[config.mk]
export PLATFORM = sky130hd
export DESIGN_NAME = rf_wb_arbiter_flat
export DESIGN_NICKNAME = d
export VERILOG_FILES = /design/src/rtl/rf_wb_arbiter_if.sv /design/src/rtl/rf_wb_arbiter.sv /design/src/flat_wrapper.sv
export SDC_FILE = /design/constraint.sdc
export NUM_CORES = 1
export LEC_CHECK = 0
export CAP_MARGIN = 40
export CORE_UTILIZATION = 49
export CTS_CLUSTER_DIAMETER = 100
export CTS_CLUSTER_SIZE = 28
export DETAILED_ROUTE_END_ITERATION = 7
export PLACE_DENSITY = 0.85
export SYNTH_ARGS = -nofsm -noshare
export SYNTH_HDL_FRONTEND = slang
export SYNTH_SLANG_ARGS = --single-unit
[constraint.sdc]
create_clock -name clk -period 2.75 [get_ports clk]
set_input_delay 0.4125 -clock clk [delete_from_list [all_inputs] [get_ports clk]]
set_output_delay 0.4125 -clock clk [all_outputs]
set_load 0.005 [all_outputs]
[src/rtl/rf_wb_arbiter_if.sv]
// Producer-side result bus into the register-file write arbiter.
// Packed per-source slices: source i occupies [i*W +: W] of each field.
interface rf_wb_arbiter_if #(
  parameter int unsigned NUM_SRC    = 3,
  parameter int unsigned DATA_WIDTH = 32,
  parameter int unsigned ADDR_WIDTH = 5
);
  logic [NUM_SRC-1:0]            src_valid;
  logic [NUM_SRC-1:0]            src_ready;
  logic [NUM_SRC*ADDR_WIDTH-1:0] src_addr;
  logic [NUM_SRC*DATA_WIDTH-1:0] src_data;

  modport master (output src_valid, output src_addr, output src_data, input src_ready);
  modport slave  (input src_valid, input src_addr, input src_data, output src_ready);
endinterface

[src/rtl/rf_wb_arbiter.sv]
// Register-file write side: per-source result FIFOs drained through one registered
// write port under round-robin arbitration. Writes to x0 are dropped at the input.
module rf_wb_arbiter #(
  parameter int unsigned NUM_SRC    = 3,
  parameter int unsigned DATA_WIDTH = 32,
  parameter int unsigned ADDR_WIDTH = 5,
  parameter int unsigned FIFO_DEPTH = 2
) (
  input  logic                  clk,
  input  logic                  rst,
  rf_wb_arbiter_if.slave        src,
  output logic                  wEN,
  output logic [ADDR_WIDTH-1:0] wAddr,
  output logic [DATA_WIDTH-1:0] wData,
  output logic                  idle
);
  localparam int unsigned PW = $clog2(FIFO_DEPTH);
  localparam int unsigned CW = $clog2(FIFO_DEPTH + 1);
  localparam int unsigned SW = $clog2(NUM_SRC);

  logic [NUM_SRC-1:0]    ready;
  logic [NUM_SRC-1:0]    nonempty;
  logic [NUM_SRC-1:0]    pop;
  logic [ADDR_WIDTH-1:0] head_addr [NUM_SRC];
  logic [DATA_WIDTH-1:0] head_data [NUM_SRC];

  logic                  grant_vld;
  logic [SW-1:0]         grant;
  logic [SW:0]           scan;
  logic [SW-1:0]         rr_ptr_q, rr_ptr_d;
  logic                  wen_q, wen_d;
  logic [ADDR_WIDTH-1:0] waddr_q, waddr_d;
  logic [DATA_WIDTH-1:0] wdata_q, wdata_d;

  for (genvar gi = 0; gi < NUM_SRC; gi++) begin : g_fifo
    logic [ADDR_WIDTH-1:0] mem_addr_q [FIFO_DEPTH];
    logic [DATA_WIDTH-1:0] mem_data_q [FIFO_DEPTH];
    logic [PW-1:0]         wr_ptr_q, wr_ptr_d, rd_ptr_q, rd_ptr_d;
    logic [CW-1:0]         cnt_q, cnt_d;
    logic                  push;

    // Ready comes from registered count only; a full FIFO never accepts, even on a pop.
    assign ready[gi]     = !rst && (cnt_q != CW'(FIFO_DEPTH));
    assign push          = src.src_valid[gi] && ready[gi] &&
                           (src.src_addr[gi*ADDR_WIDTH +: ADDR_WIDTH] != '0);
    assign pop[gi]       = grant_vld && (grant == SW'(gi));
    assign nonempty[gi]  = (cnt_q != '0);
    assign head_addr[gi] = mem_addr_q[rd_ptr_q];
    assign head_data[gi] = mem_data_q[rd_ptr_q];

    always_comb begin
      wr_ptr_d = wr_ptr_q;
      rd_ptr_d = rd_ptr_q;
      cnt_d    = cnt_q;
      if (push)    wr_ptr_d = wr_ptr_q + 1'b1;
      if (pop[gi]) rd_ptr_d = rd_ptr_q + 1'b1;
      case ({push, pop[gi]})
        2'b10:   cnt_d = cnt_q + 1'b1;
        2'b01:   cnt_d = cnt_q - 1'b1;
        default: cnt_d = cnt_q;
      endcase
    end

    always_ff @(posedge clk) begin
      if (rst) begin
        wr_ptr_q <= '0;
        rd_ptr_q <= '0;
        cnt_q    <= '0;
      end else begin
        wr_ptr_q <= wr_ptr_d;
        rd_ptr_q <= rd_ptr_d;
        cnt_q    <= cnt_d;
      end
    end

    always_ff @(posedge clk) begin
      if (push) begin
        mem_addr_q[wr_ptr_q] <= src.src_addr[gi*ADDR_WIDTH +: ADDR_WIDTH];
        mem_data_q[wr_ptr_q] <= src.src_data[gi*DATA_WIDTH +: DATA_WIDTH];
      end
    end
  end

  assign src.src_ready = ready;

  // Scan starts at rr_ptr and wraps modulo NUM_SRC; first non-empty source wins.
  always_comb begin
    grant_vld = 1'b0;
    grant     = '0;
    scan      = '0;
    for (int unsigned k = 0; k < NUM_SRC; k++) begin
      scan = {1'b0, rr_ptr_q} + (SW+1)'(k);
      if (scan >= (SW+1)'(NUM_SRC)) scan = scan - (SW+1)'(NUM_SRC);
      if (!grant_vld && nonempty[scan[SW-1:0]]) begin
        grant_vld = 1'b1;
        grant     = scan[SW-1:0];
      end
    end
  end

  always_comb begin
    wen_d    = grant_vld;
    waddr_d  = waddr_q;
    wdata_d  = wdata_q;
    rr_ptr_d = rr_ptr_q;
    if (grant_vld) begin
      waddr_d  = head_addr[grant];
      wdata_d  = head_data[grant];
      rr_ptr_d = (grant == SW'(NUM_SRC - 1)) ? '0 : grant + 1'b1;
    end
  end

  always_ff @(posedge clk) begin
    if (rst) begin
      wen_q    <= 1'b0;
      waddr_q  <= '0;
      wdata_q  <= '0;
      rr_ptr_q <= '0;
    end else begin
      wen_q    <= wen_d;
      waddr_q  <= waddr_d;
      wdata_q  <= wdata_d;
      rr_ptr_q <= rr_ptr_d;
    end
  end

  assign wEN   = wen_q;
  assign wAddr = waddr_q;
  assign wData = wdata_q;
  assign idle  = (nonempty == '0) && !wen_q;
endmodule

[src/flat_wrapper.sv]
// flat-port wrapper written by rule: the top's interface ports become plain ports
module rf_wb_arbiter_flat 
#(
  parameter int unsigned NUM_SRC    = 3,
  parameter int unsigned DATA_WIDTH = 32,
  parameter int unsigned ADDR_WIDTH = 5,
  parameter int unsigned FIFO_DEPTH = 2
)
  (clk, rst, wEN, wAddr, wData, idle, src_src_valid, src_src_addr, src_src_data, src_src_ready);
  rf_wb_arbiter_if #(.NUM_SRC(NUM_SRC), .DATA_WIDTH(DATA_WIDTH), .ADDR_WIDTH(ADDR_WIDTH)) src_i ();
  input  logic clk;
  input  logic rst;
  output logic wEN;
  output logic [ADDR_WIDTH-1:0] wAddr;
  output logic [DATA_WIDTH-1:0] wData;
  output logic idle;
  input wire logic [$bits(src_i.src_valid)-1:0] src_src_valid;
  input wire logic [$bits(src_i.src_addr)-1:0] src_src_addr;
  input wire logic [$bits(src_i.src_data)-1:0] src_src_data;
  output wire logic [$bits(src_i.src_ready)-1:0] src_src_ready;
  assign src_i.src_valid = src_src_valid;
  assign src_i.src_addr = src_src_addr;
  assign src_i.src_data = src_src_data;
  assign src_src_ready = src_i.src_ready;
  rf_wb_arbiter #(.NUM_SRC(NUM_SRC), .DATA_WIDTH(DATA_WIDTH), .ADDR_WIDTH(ADDR_WIDTH), .FIFO_DEPTH(FIFO_DEPTH)) u_core (.clk(clk), .rst(rst), .src(src_i), .wEN(wEN), .wAddr(wAddr), .wData(wData), .idle(idle));
endmodule
# ---- Word level (Yosys, flattened, before mapping)
# Memory sizes are Yosys's and may differ from the RTL's. A register that Yosys moved wholly into a read port is not among the register bits.
# Cells that the tools add are included.
dict set report word_totals {
  reg_bits 52
  latchBits 0
  mem_bits_rw 222
  romBits 0
  input_bits 116
  out_inout_bits 42
  wordCells 129
  memories 6
}
# memory depth word_bits rd rd_ports_with_merged_regs wr line
set mem_list {}
lappend mem_list {{u_core.g_fifo[0].mem_data_q} 2 32 1 1 1 rf_wb_arbiter.sv:37} ;# logic [DATA_WIDTH-1:0] mem_data_q [FIFO_DEPTH];
lappend mem_list {{u_core.g_fifo[1].mem_data_q} 2 32 1 1 1 rf_wb_arbiter.sv:37}
lappend mem_list {{u_core.g_fifo[2].mem_data_q} 2 32 1 1 1 rf_wb_arbiter.sv:37}
lappend mem_list {{u_core.g_fifo[0].mem_addr_q} 2 5 1 1 1 rf_wb_arbiter.sv:36} ;# logic [ADDR_WIDTH-1:0] mem_addr_q [FIFO_DEPTH];
lappend mem_list {{u_core.g_fifo[1].mem_addr_q} 2 5 1 1 1 rf_wb_arbiter.sv:36}
lappend mem_list {{u_core.g_fifo[2].mem_addr_q} 2 5 1 1 1 rf_wb_arbiter.sv:36}
dict set report op_classes {
  add_sub_neg 18
  multipliers 0
  div 0
  n_lt_le_gt_ge 7
  n_eq_ne 11
  shift 0
  mux 43
  bitwise_logic 1
  reduce_logical 30
}
# op n
set op_table {}
lappend op_table {{binary-select mux 32 bit (select 2 bit)} 1}
lappend op_table {{2-to-1 mux 32 bit} 2}
lappend op_table {{2-to-1 mux 1 bit} 24}
lappend op_table {{logical AND 1 bit} 15}
lappend op_table {{nonzero test 5 bit} 3}
lappend op_table {{2-to-1 mux 2 bit} 7}
lappend op_table {{case mux 2 bit (2 select lines)} 3}
lappend op_table {{nonzero test 2 bit} 6}
lappend op_table {{binary-select mux 5 bit (select 2 bit)} 1}
lappend op_table {{2-to-1 mux 5 bit} 2}
lappend op_table {{< comparator 2 x 3 -> 1 bit, second input constant} 3}
lappend op_table {{adder 2 x 1 -> 2 bit, second input constant} 4}
lappend op_table {{== test 2 x 1 -> 1 bit, second input constant} 4}
lappend op_table {{== test 2 bit, second input constant} 4}
lappend op_table {{adder 1 bit, second input constant} 6}
lappend op_table {{binary-select mux 1 bit (select 2 bit)} 3}
lappend op_table {{greater-or-equal comparator 3 x 2 -> 1 bit, second input constant} 2}
lappend op_table {{!= test 2 bit, second input constant} 3}
lappend op_table {{subtractor 2 x 1 -> 2 bit, second input constant} 3}
lappend op_table {{subtractor 2 bit, second input constant} 3}
lappend op_table {{logical NOT 1 bit} 4}
lappend op_table {{adder 2 x 1 -> 3 bit, second input constant} 1}
lappend op_table {{adder 2 x 2 -> 3 bit, second input constant} 1}
lappend op_table {{greater-or-equal comparator 3 bit, second input constant} 1}
lappend op_table {{4 further kinds} 4}

# ---- Longest topological paths before layout
# Gate-level depths: netlist (run 1).
dict set report depth {
  depth_word 15
  ltp_mapped 12
  ltp_nobuf 11
}

# ---- Worst setup path before layout (run 1)
# OpenSTA, ideal clock, no wires.
dict set report synth_timing {
  path_kind {flip-flop to flip-flop}
  start {register u_core.g_fifo[0].cnt_q[0]}
  end {memory u_core.g_fifo[0].mem_addr_q[0][0] (enable)}
  setup_time_ns 0.431
  arrival_ns 2.480
  required_ns 2.319
  setup_slack_ns -0.162
  path_stages_with_launch 6
  path_buffers 1
  period_less_slack_ns 2.912
  cell_sequence {dfxtp_1 > buf_2 > inv_1 > a21oi_1 > o211ai_1 > nor2_1}
}
dict set report synth_between {
  elab_chain_cells 6
}
# item line
set synth_lines {}
lappend synth_lines {{from (decl)} rf_wb_arbiter.sv:39} ;# logic [CW-1:0] cnt_q, cnt_d;
lappend synth_lines {{from (signal assigned)} rf_wb_arbiter.sv:72} ;# cnt_q <= cnt_d;
lappend synth_lines {{!= test 2 bit} rf_wb_arbiter.sv:43} ;# assign ready[gi] = !rst && (cnt_q != CW'(FIFO_DEPTH));
lappend synth_lines {{logical AND 1 bit} rf_wb_arbiter.sv:43}
lappend synth_lines {{net src_src_ready[0]} flat_wrapper.sv:20} ;# output wire logic [$bits(src_i.src_ready)-1:0] src_src_ready;
lappend synth_lines {{logical AND 1 bit (2 in a row)} rf_wb_arbiter.sv:44} ;# assign push = src.src_valid[gi] && ready[gi] &&
lappend synth_lines {{2-to-1 mux 1 bit} rf_wb_arbiter.sv:77} ;# if (push) begin
lappend synth_lines {{2-to-1 mux 1 bit (not written as such)} rf_wb_arbiter.sv:78} ;# mem_addr_q[wr_ptr_q] <= src.src_addr[gi*ADDR_WIDTH +: ADDR_WIDTH];
lappend synth_lines {{to (decl)} rf_wb_arbiter.sv:36}
# The timed path passes the listed nets, and every way through them passes these cells.

# ---- Worst setup path after layout (run 1)
dict set report layout_timing {
  start {register u_core.rr_ptr_q[1]}
  end {register u_core.g_fifo[0].cnt_q[1]}
}
dict set report layout_between {
  elab_chain_cells 15
  elab_cells_between_ends 33
  classes_between {add/sub (5); order compare (3); eq/ne (2); mux (16); reduce/logical (7)}
}
# item line
set layout_lines {}
lappend layout_lines {{from (decl)} rf_wb_arbiter.sv:30} ;# logic [SW-1:0] rr_ptr_q, rr_ptr_d;
lappend layout_lines {{from (signal assigned)} rf_wb_arbiter.sv:123} ;# rr_ptr_q <= rr_ptr_d;
lappend layout_lines {{parallel branches: the longest is 12 deep, another holds adder 2 x 1 -> 3 bit} n/a}
lappend layout_lines {{logical AND 1 bit *} rf_wb_arbiter.sv:46} ;# assign pop[gi] = grant_vld && (grant == SW'(gi));
lappend layout_lines {{net u_core.pop[0]} rf_wb_arbiter.sv:23} ;# logic [NUM_SRC-1:0] pop;
lappend layout_lines {{== test 2 x 1 -> 1 bit / == test 2 bit (equally long branches)} rf_wb_arbiter.sv:57} ;# case ({push, pop[gi]})
lappend layout_lines {{case mux 2 bit (2 select lines) / nonzero test 2 bit (equally long branches)} n/a}
# Mark *: on every way through the listed nets, which the timed path passes. The select of a mux whose other input is x is not followed.
# A chain may end at the register's enable or synchronous reset.

==> flow_metrics.tcl, run 1 <==
set metrics [dict create \
    ys_seq_area_share_pct 71.0 \
    die_h_um 151 \
    crit_top_cell "ha_1" \
    pin_count 158 \
    die_w_um 151 \
    synth-async-reset-ratio_pct 0 \
    area_growth_pct 23.3 \
    crit_fanout 7 \
    core_area_mm2 0.0218 \
    period_share_pct 97.3 \
    synth.distinct_cells 54 \
    viasPerCell 5.64 \
    synth_fp_nets 771 \
    avgSynthCellArea_um2 16.9 \
    route.detailed.drc 0 \
    initial_core_util_pct 50.1 \
    cts_root_buf "clkbuf_16" \
    cp-start-kind "flip-flop" \
    finalSetupTns_ns 0 \
    ys.flop_type "edfxtp_1" \
    clock-sinks 277 \
    hold_slack_ns 0.341 \
    grt_pass1_vias 6433 \
    p_leak_uw 0.00434 \
    cts_hold_buf 0 \
    cp-end-kind "flip-flop" \
    antenna_left 0 \
    netlist_instances 649 \
    yosysWarnings 0 \
    path_class "flip-flop to flip-flop" \
    finalMaxSlewViolations 0 \
    clock_skew_ns 0.0130 \
    dr.pass1.iters 5 \
    numPortBuffers 157 \
    clk_latency_ns 0.48 \
    grt_pass1_wl_um 35900 \
    hpwl_um 16200 \
    cpPeakStageDelay_ns 0.38 \
    post-route-min-period_ns 2.68 \
    max-vdd-ir-drop_mv 0.442 \
    crit_buf_inv 2 \
    r2r_setup_slack_ns 0.07 \
    design.die.area_mm2 0.0229 \
    fin_cells 1102 \
    grt_max_degree 40 \
    setup_viol 0 \
    track_usage_pct 21.2 \
    path_clk_slew_ns 0.11 \
    slew_headroom_pct 47.1 \
    required_ns 3.16 \
    fin_nets 938 \
    synth_seq_cells 277 \
    vias 6211 \
    cts_max_level 1 \
    synth_edf_count 222 \
    dp_cells 1078 \
    fmax_mhz 374 \
    critPathSlowestCell "nor4_4" \
    antenna_found_initial 1 \
    synth.cell_area_mm2 0.0109 \
    path_cells "inv_1 > ha_1 > buf_4 > nor3_4 > a211oi_2 > nor4_4 > a311oi_2 > ha_1 > or3_1 > a21oi_1" \
    num_rows 54 \
    final_common_cell "edfxtp_1" \
    gp_congestion 0.808 \
    outcome "finished, final reports clean" \
    hold_class "input pin to flip-flop" \
    wl_per_cell_um 21.8 \
    cts_tree "built" \
    arrival_ns 3.09 \
    worst_pin_slew_ns 0.791 \
    finish.utilization_pct 61.8 \
    overflow 0 \
    crit_family "simple AND/OR/NAND/NOR gates" \
    synth_area_leader_cell "edfxtp_1" \
    drtIter0Drc 377 \
    drive_above_1_share_pct 16.7 \
    powerDensity_mw_per_mm2 857 \
    most-common-layout-cells "edfxtp_1 (222), clkdlybuf4s50_1 (156), mux2i_1 (74), dfxtp_1 (51), mux2_2 (42)" \
    max-cap-violations 0 \
    ys_top_cells_by_area "edfxtp_1 (61%), dfxtp_1 (10%), mux2i_1 (6.8%)" \
    numCtsBuffers 13 \
    clock_path_buffers 3 \
    totalWireLength_um 24100 \
    hold_viol_final 0 \
    synth_top_area_share_pct 61.0 \
    power_uw 11600 \
]
==> logic make-up (layout without fill, tap and decap cells) <==
family	count (synthesis)	after routing	synth area share [%]
adder cells (fa/ha/maj)	6	6	0.686
buffers and inverters	47	219	2.32
AND/OR/NAND/NOR	51	51	2.91
other	0	1	0
multiplexers	148	148	14.4
flip-flops	277	277	71.0
AO/OA/AOI/OAI	110	110	7.87
XOR/XNOR	10	10	0.801
==> flip-flops by register name, indices dropped and copies added (netlist names), named ones only <==
register and count:
u_core.g_fifo.mem_data_q 192, u_core.wData 32, u_core.g_fifo.mem_addr_q 30, u_core.g_fifo.cnt_q 6
u_core.wAddr 5, u_core.g_fifo.rd_ptr_q 3, u_core.g_fifo.wr_ptr_q 3, u_core.rr_ptr_q 2
u_core.wEN 1
==> cell usage after synthesis, types with 12 or more instances <==
master    count
clkbuf_1     18
mux2i_1      74
edfxtp_1    222
a22oi_1      29
o22ai_1      30
mux2_1       32
a21oi_1      12
dfxtp_1      55
mux2_2       42
nor2_1       23
==> where the power goes <==
group / internal (uW) / leakage [uW] / total [uW] / switching (uW)
Combinational: 2020 / 0.00168 / 4150 / 2130
Sequential: 5010 / 0.00249 / 5330 / 312
Clock: 894 / 0.000171 / 2080 / 1180
==> through the flow <==
step                      area [um2]  setup WS [ns]
after global placement         13100          0.114
after CTS                      13400        0.00477
after global routing           13500        -0.0327
final                          13500         0.0744
after floorplan                10900         -0.162
after detailed placement       13100         0.0309
==> area by class of cell <==
type	instances	area [um2]
flip-flops and latches	277	7770
well taps	280	350
multi-input cells	325	3010
inverters	8	30.0
clock inverters	1	5.00
diodes	1	2.50
fillers	1589	8340
repair buffers	191	1970
clock buffers	19	348
==> worst paths after layout <==
check                          start  depth (start not counted)                   endpoint
hold / removal                   rst                          2  u_core.g_fifo[1].cnt_q[0]
setup / recovery  u_core.rr_ptr_q[1]                         10  u_core.g_fifo[0].cnt_q[1]
hold reg to reg   u_core.rr_ptr_q[0]                          2         u_core.rr_ptr_q[0]
setup reg to reg  u_core.rr_ptr_q[1]                         10  u_core.g_fifo[0].cnt_q[1]
==> worst reg2reg max path, cell delays in order (launching register included) <==
cell      delay [ns]
dfxtp_2         0.37
inv_1           0.05
ha_1            0.24
buf_4           0.21
nor3_4          0.22
a211oi_2        0.10
nor4_4          0.38
a311oi_2        0.19
ha_1            0.37
or3_1           0.35
a21oi_1         0.14
==> per-layer routing <==
layer | vias up | wire, um | GRT usage (%)
met5 | - | 0 | 0
met4 | 0 | 609 | 7.20
met3 | 43 | 1630 | 4.04
met2 | 218 | 11900 | 35.4
met1 | 3087 | 9910 | 27.8
li1 | 2863 | - | -
==> repair_timing <==
action / CTS / global route
setup buffers: 0 / 3
endpoints found under the setup margin: 0 / 3
resized for setup: 0 / 6
(Power assumes the default switching activity.)
==> run 2, diff against run 1 <==
Settings changed: PLACE_DENSITY 0.85 to 0.76.
==> run 2 against run 1 <==
Against the previous run:
- clock-buffer cell count rose by 1
- via count is 0.58% lower
- non-clock buffer count down 1
- global-route usage is 0.059 points higher
- critical endpoint unchanged
- largest power group unchanged
- sequential power is essentially flat
- largest cell class unchanged
- critical path depth down 1
==> flow_metrics.tcl, run 2 (synthesis gave the netlist of run 1 again) <==
set metrics [dict create \
    cts_max_level 1 \
    max-cap-violations 0 \
    grt_pass1_vias 6574 \
    min_to "u_core.g_fifo[2].wr_ptr_q" \
    antenna_cells 0 \
    final_common_cell "edfxtp_1" \
    initial_core_util_pct 50.1 \
    powerDensity_mw_per_mm2 852 \
    route.detailed.drc 0 \
    dpl_cell_area_mm2 0.0131 \
    clk_latency_ns 0.47 \
    drive_above_1_share_pct 16.7 \
    cts_root_buf "clkbuf_16" \
    most-common-layout-cells "edfxtp_1 (222), clkdlybuf4s50_1 (156), mux2i_1 (74), dfxtp_1 (51), mux2_2 (42)" \
    crit_family "compound AO/OA/AOI/OAI gates" \
    hold_class "input pin to flip-flop" \
    vias 6175 \
    cp-start-kind "flip-flop" \
    path_class "flip-flop to flip-flop" \
    slew_headroom_pct 42.7 \
    crit_fanout 7 \
    finalSetupTns_ns 0 \
    rr_startpoint "u_core.rr_ptr_q[0]" \
    crit_buf_inv 2 \
    max-vdd-ir-drop_mv 0.599 \
    post-route-min-period_ns 2.65 \
    fillCellCount 1537 \
    cp-end-kind "flip-flop" \
    p_leak_uw 0.00432 \
    cts_tree "built" \
    rsz0062_at_grt "false" \
    path_cells "inv_1 > ha_2 > buf_4 > and4bb_2 > a21o_1 > a311oi_2 > ha_1 > or3_1 > a21oi_1" \
    hpwl_um 16700 \
    design.die.area_mm2 0.0229 \
    numCtsBuffers 13 \
    num_rows 54 \
    hold_viol_final 0 \
    grt_max_degree 40 \
    fin_nets 937 \
    fmax_mhz 378 \
    largest_register "u_core.g_fifo.mem_data_q" \
    arrival_ns 3.05 \
    area_growth_pct 23.1 \
    critPathSlowestCell "dfxtp_2" \
    largest_register_ff_count 192 \
    core_area_mm2 0.0218 \
    die_w_um 151 \
    r2r_setup_slack_ns 0.10 \
    track_usage_pct 21.3 \
    finalMaxSlewViolations 0 \
    die_h_um 151 \
    setup_viol 0 \
    totalWireLength_um 24000 \
    cts_hold_buf 0 \
    worst_pin_slew_ns 0.857 \
    fin_cells 1101 \
    numPortBuffers 157 \
    overflow 0 \
    stdcell_area_mm2 0.0135 \
    outcome "finished, final reports clean" \
    dr.pass1.iters 5 \
    period_share_pct 96.2 \
    hold_depth 2 \
    gp_congestion 0.817 \
    pin_count 158 \
    dp_cells 1079 \
    hp-start "rst" \
    r2r-end "u_core.g_fifo[0].cnt_q[1]" \
    clock-sinks 277 \
    power_uw 11500 \
    grt_pass1_wl_um 36100 \
    finish.utilization_pct 61.7 \
    path_clk_slew_ns 0.11 \
    antenna_found_initial 0 \
    clock_skew_ns 0.0161 \
    cpPeakStageDelay_ns 0.39 \
    viasPerCell 5.61 \
    wl_per_cell_um 21.8 \
    clock_path_buffers 3 \
    required_ns 3.16 \
    drtIter0Drc 388 \
    antenna_left 0 \
    r2r_cells 9 \
]
run 2: cell types whose count changed in the layout (fill, tap and decap cells not counted), sizes merged:
cell    delta
diode      -1
clkbuf     +1
buf        -1
run 2: per-layer routing:
layer,global-route usage (%),wire [um],up-vias
met5,0,0,-
li1,-,-,2870
met4,4.50,304,0
met3,3.70,1500,27
met2,36.6,12100,186
met1,28.2,10100,3092
run 2: per-stage QoR:
stage,hold slack (ns),worst slack (ns)
floorplan,0.459,-0.162
global placement,0.469,0.0871
detailed placement,0.487,0.00605
CTS,0.233,0.00943
global route,0.252,0.0115
finish,0.245,0.104
run 2: area by class of cell:
type	count	area [um2]	area share [%]
clock inverters	1	5.00	0.0372
well taps	280	350	2.60
flip-flops and latches	277	7770	57.7
clock buffers	20	352	2.61
repair buffers	190	1940	14.4
inverters	8	30.0	0.223
multi-input cells	325	3010	22.4
run 2: worst max path at each step:
stage                                         start                                end  slack, ns  depth (start not counted)
after floorplan           u_core.g_fifo[0].cnt_q[0]  u_core.g_fifo[0].mem_addr_q[0][0]      -0.16                          5
after global placement              src_src_addr[5]          u_core.g_fifo[1].cnt_q[1]       0.09                          6
after detailed placement            src_src_addr[8]          u_core.g_fifo[1].cnt_q[1]      0.006                          6
after CTS                        u_core.rr_ptr_q[0]          u_core.g_fifo[0].cnt_q[1]      0.009                          9
after global routing             u_core.rr_ptr_q[0]          u_core.g_fifo[0].cnt_q[1]       0.01                          9
final                            u_core.rr_ptr_q[0]          u_core.g_fifo[0].cnt_q[1]       0.10                          9
run 2: report_power, final:
part           switching [uW]  internal [uW]  total [uW]  leakage [uW]
registers                 322           5020        5340       0.00249
logic                    2100           1950        4050       0.00166
clock network            1180            899        2080      0.000172
run 2: timing repair:
item | 4_1_cts | 5_1_grt
setup endpoints to repair | 1 | 4
pin swaps | 0 | 1
buffers inserted | 0 | 1
gates resized for setup | 1 | 6
==> run 3, diff against run 2 <==
Settings changed: CORE_MARGIN from default to 2.
==> run 3 against run 2 <==
Against the previous run:
- critical path depth rose by 1
- non-clock buffer count fell by 3
- fmax fell by 0.24%
- power fell by 0.33%
- combinational power fell by 1%
- sequential cell count did not move
- final area fell by 0.16%
- utilization fell by 0.29 points
- hold slack got worse by 0.030 ns
- final cell count fell by 0.18%
- clock skew fell by 0.0018 ns
- sequential power barely moved
- largest power group unchanged
==> flow_metrics.tcl, run 3 (synthesis gave the netlist of run 1 again) <==
set metrics [dict create \
    power_frac_comb_pct 34.9 \
    antenna_found_initial 1 \
    setup_viol 0 \
    die_w_um 153 \
    max-vdd-ir-drop_mv 0.520 \
    hold_viol_final 0 \
    numCtsBuffers 13 \
    fin_nets 934 \
    swShare_pct 31.7 \
    arrival_ns 3.06 \
    area_growth_pct 22.9 \
    grt_pass1_wl_um 37300 \
    overflow 0 \
    hold_class "input pin to flip-flop" \
    track_usage_pct 20.3 \
    rsz0062_at_grt "false" \
    gp_congestion 0.818 \
    period_share_pct 96.4 \
    hpwl_um 16600 \
    wl_per_cell_um 22.1 \
    outcome "finished, final reports clean" \
    finalSetupTns_ns 0 \
    p_int_uw 7810 \
    cts_tree "built" \
    finish.utilization_pct 61.4 \
    grt_max_degree 40 \
    largest_register_ff_count 192 \
    hold_slack_ns 0.216 \
    seqPwrFrac_pct 46.7 \
    largest_register "u_core.g_fifo.mem_data_q" \
    worst_pin_slew_ns 0.707 \
    cts_max_level 1 \
    critPathSlowestCell "ha_2" \
    cp-start-kind "flip-flop" \
    numPortBuffers 157 \
    design.die.area_mm2 0.0235 \
    crit_fanout 8 \
    stdcell_area_mm2 0.0134 \
    post-route-min-period_ns 2.65 \
    required_ns 3.16 \
    drtIter0Drc 434 \
    fmax_mhz 377 \
    cpPeakStageDelay_ns 0.41 \
    clock-sinks 277 \
    cts_hold_buf 0 \
    vias 6194 \
    dpl_cell_area_mm2 0.0131 \
    crit_buf_inv 2 \
    clock_path_buffers 3 \
    num_rows 54 \
    max-cap-violations 0 \
    core_area_mm2 0.0219 \
    drive_above_1_share_pct 16.4 \
    grt_pass1_vias 6703 \
    p_sw_uw 3620 \
    die_h_um 153 \
    final_common_cell "edfxtp_1" \
    dr.pass1.iters 5 \
    p_leak_uw 0.00431 \
    pwr-share-clk_pct 18.4 \
    most-common-layout-cells "edfxtp_1 (222), clkdlybuf4s50_1 (156), mux2i_1 (74), dfxtp_1 (51), mux2_2 (42)" \
    clk_latency_ns 0.47 \
    pin_count 158 \
    route.detailed.drc 0 \
    fin_ws_ns 0.0980 \
    dp_slack_ns -0.00118 \
    path_cells "inv_1 > ha_2 > buf_4 > nor3b_4 > nor3b_2 > a21oi_4 > nor2_1 > ha_1 > or3_1 > a21oi_1" \
    viasPerCell 5.64 \
    crit_family "simple AND/OR/NAND/NOR gates" \
    totalWireLength_um 24300 \
    cts_root_buf "clkbuf_16" \
    r2r_setup_slack_ns 0.1 \
    slew_headroom_pct 52.8 \
    finalMaxSlewViolations 0 \
    clock_skew_ns 0.0143 \
    path_class "flip-flop to flip-flop" \
    cp-end-kind "flip-flop" \
    path_clk_slew_ns 0.11 \
    initial_core_util_pct 50.0 \
    antenna_left 0 \
    powerDensity_mw_per_mm2 851 \
]
[run 3: metrics by stage]
| stage | std cells | power (uW) |
|---|---|---|
| global route | 1098 | 12000 |
| detailed placement | 1077 | 9360 |
| CTS | 1098 | 11400 |
| global placement | 1075 | 9160 |
| finish | 1099 | 11400 |
| floorplan | 649 | 7960 |
[run 3: repair_timing]
action	CTS	global route
buffers inserted	0	0
gates resized for setup	1	7
endpoints found under the setup margin	2	40
pin swaps	0	1
[run 3: path summary, 6_finish.rpt]
check / from / to / depth (start not counted)
worst max-delay path: u_core.rr_ptr_q[0] / u_core.g_fifo[1].cnt_q[1] / 10
worst min-delay path: rst / u_core.g_fifo[0].wr_ptr_q / 2
worst max register to register: u_core.rr_ptr_q[0] / u_core.g_fifo[1].cnt_q[1] / 10
worst min register to register: u_core.rr_ptr_q[0] / u_core.rr_ptr_q[0] / 2
[run 3: per-layer routing]
metal | vias to the layer above | track usage [%] | part of all wire, %
met1 | 3108 | 27.0 | 42
met5 | - | 0 | 0
li1 | 2857 | - | -
met3 | 29 | 3.18 | 6.1
met4 | 0 | 3.89 | 1.4
met2 | 200 | 36.0 | 50
[run 3: power by group through the flow]
stage / registers, uW / clock network [uW] / logic, uW
after floorplan: 5280 / 0 / 2680
after global placement: 5410 / 0 / 3750
after detailed placement: 5430 / 0 / 3930
after CTS: 5340 / 2160 / 3940
after global routing: 5390 / 2300 / 4270
final: 5340 / 2110 / 3990
[run 3: layout make-up]
class                      count  area [um2]
antenna                        1        2.50
clock buffer                  20         352
clock inverter                 1        5.00
fill                        1620        8450
inverter                       8        30.0
multi-input combinational    325        3000
sequential                   277        7770
tap                          280         350
timing repair buffer         187        1930
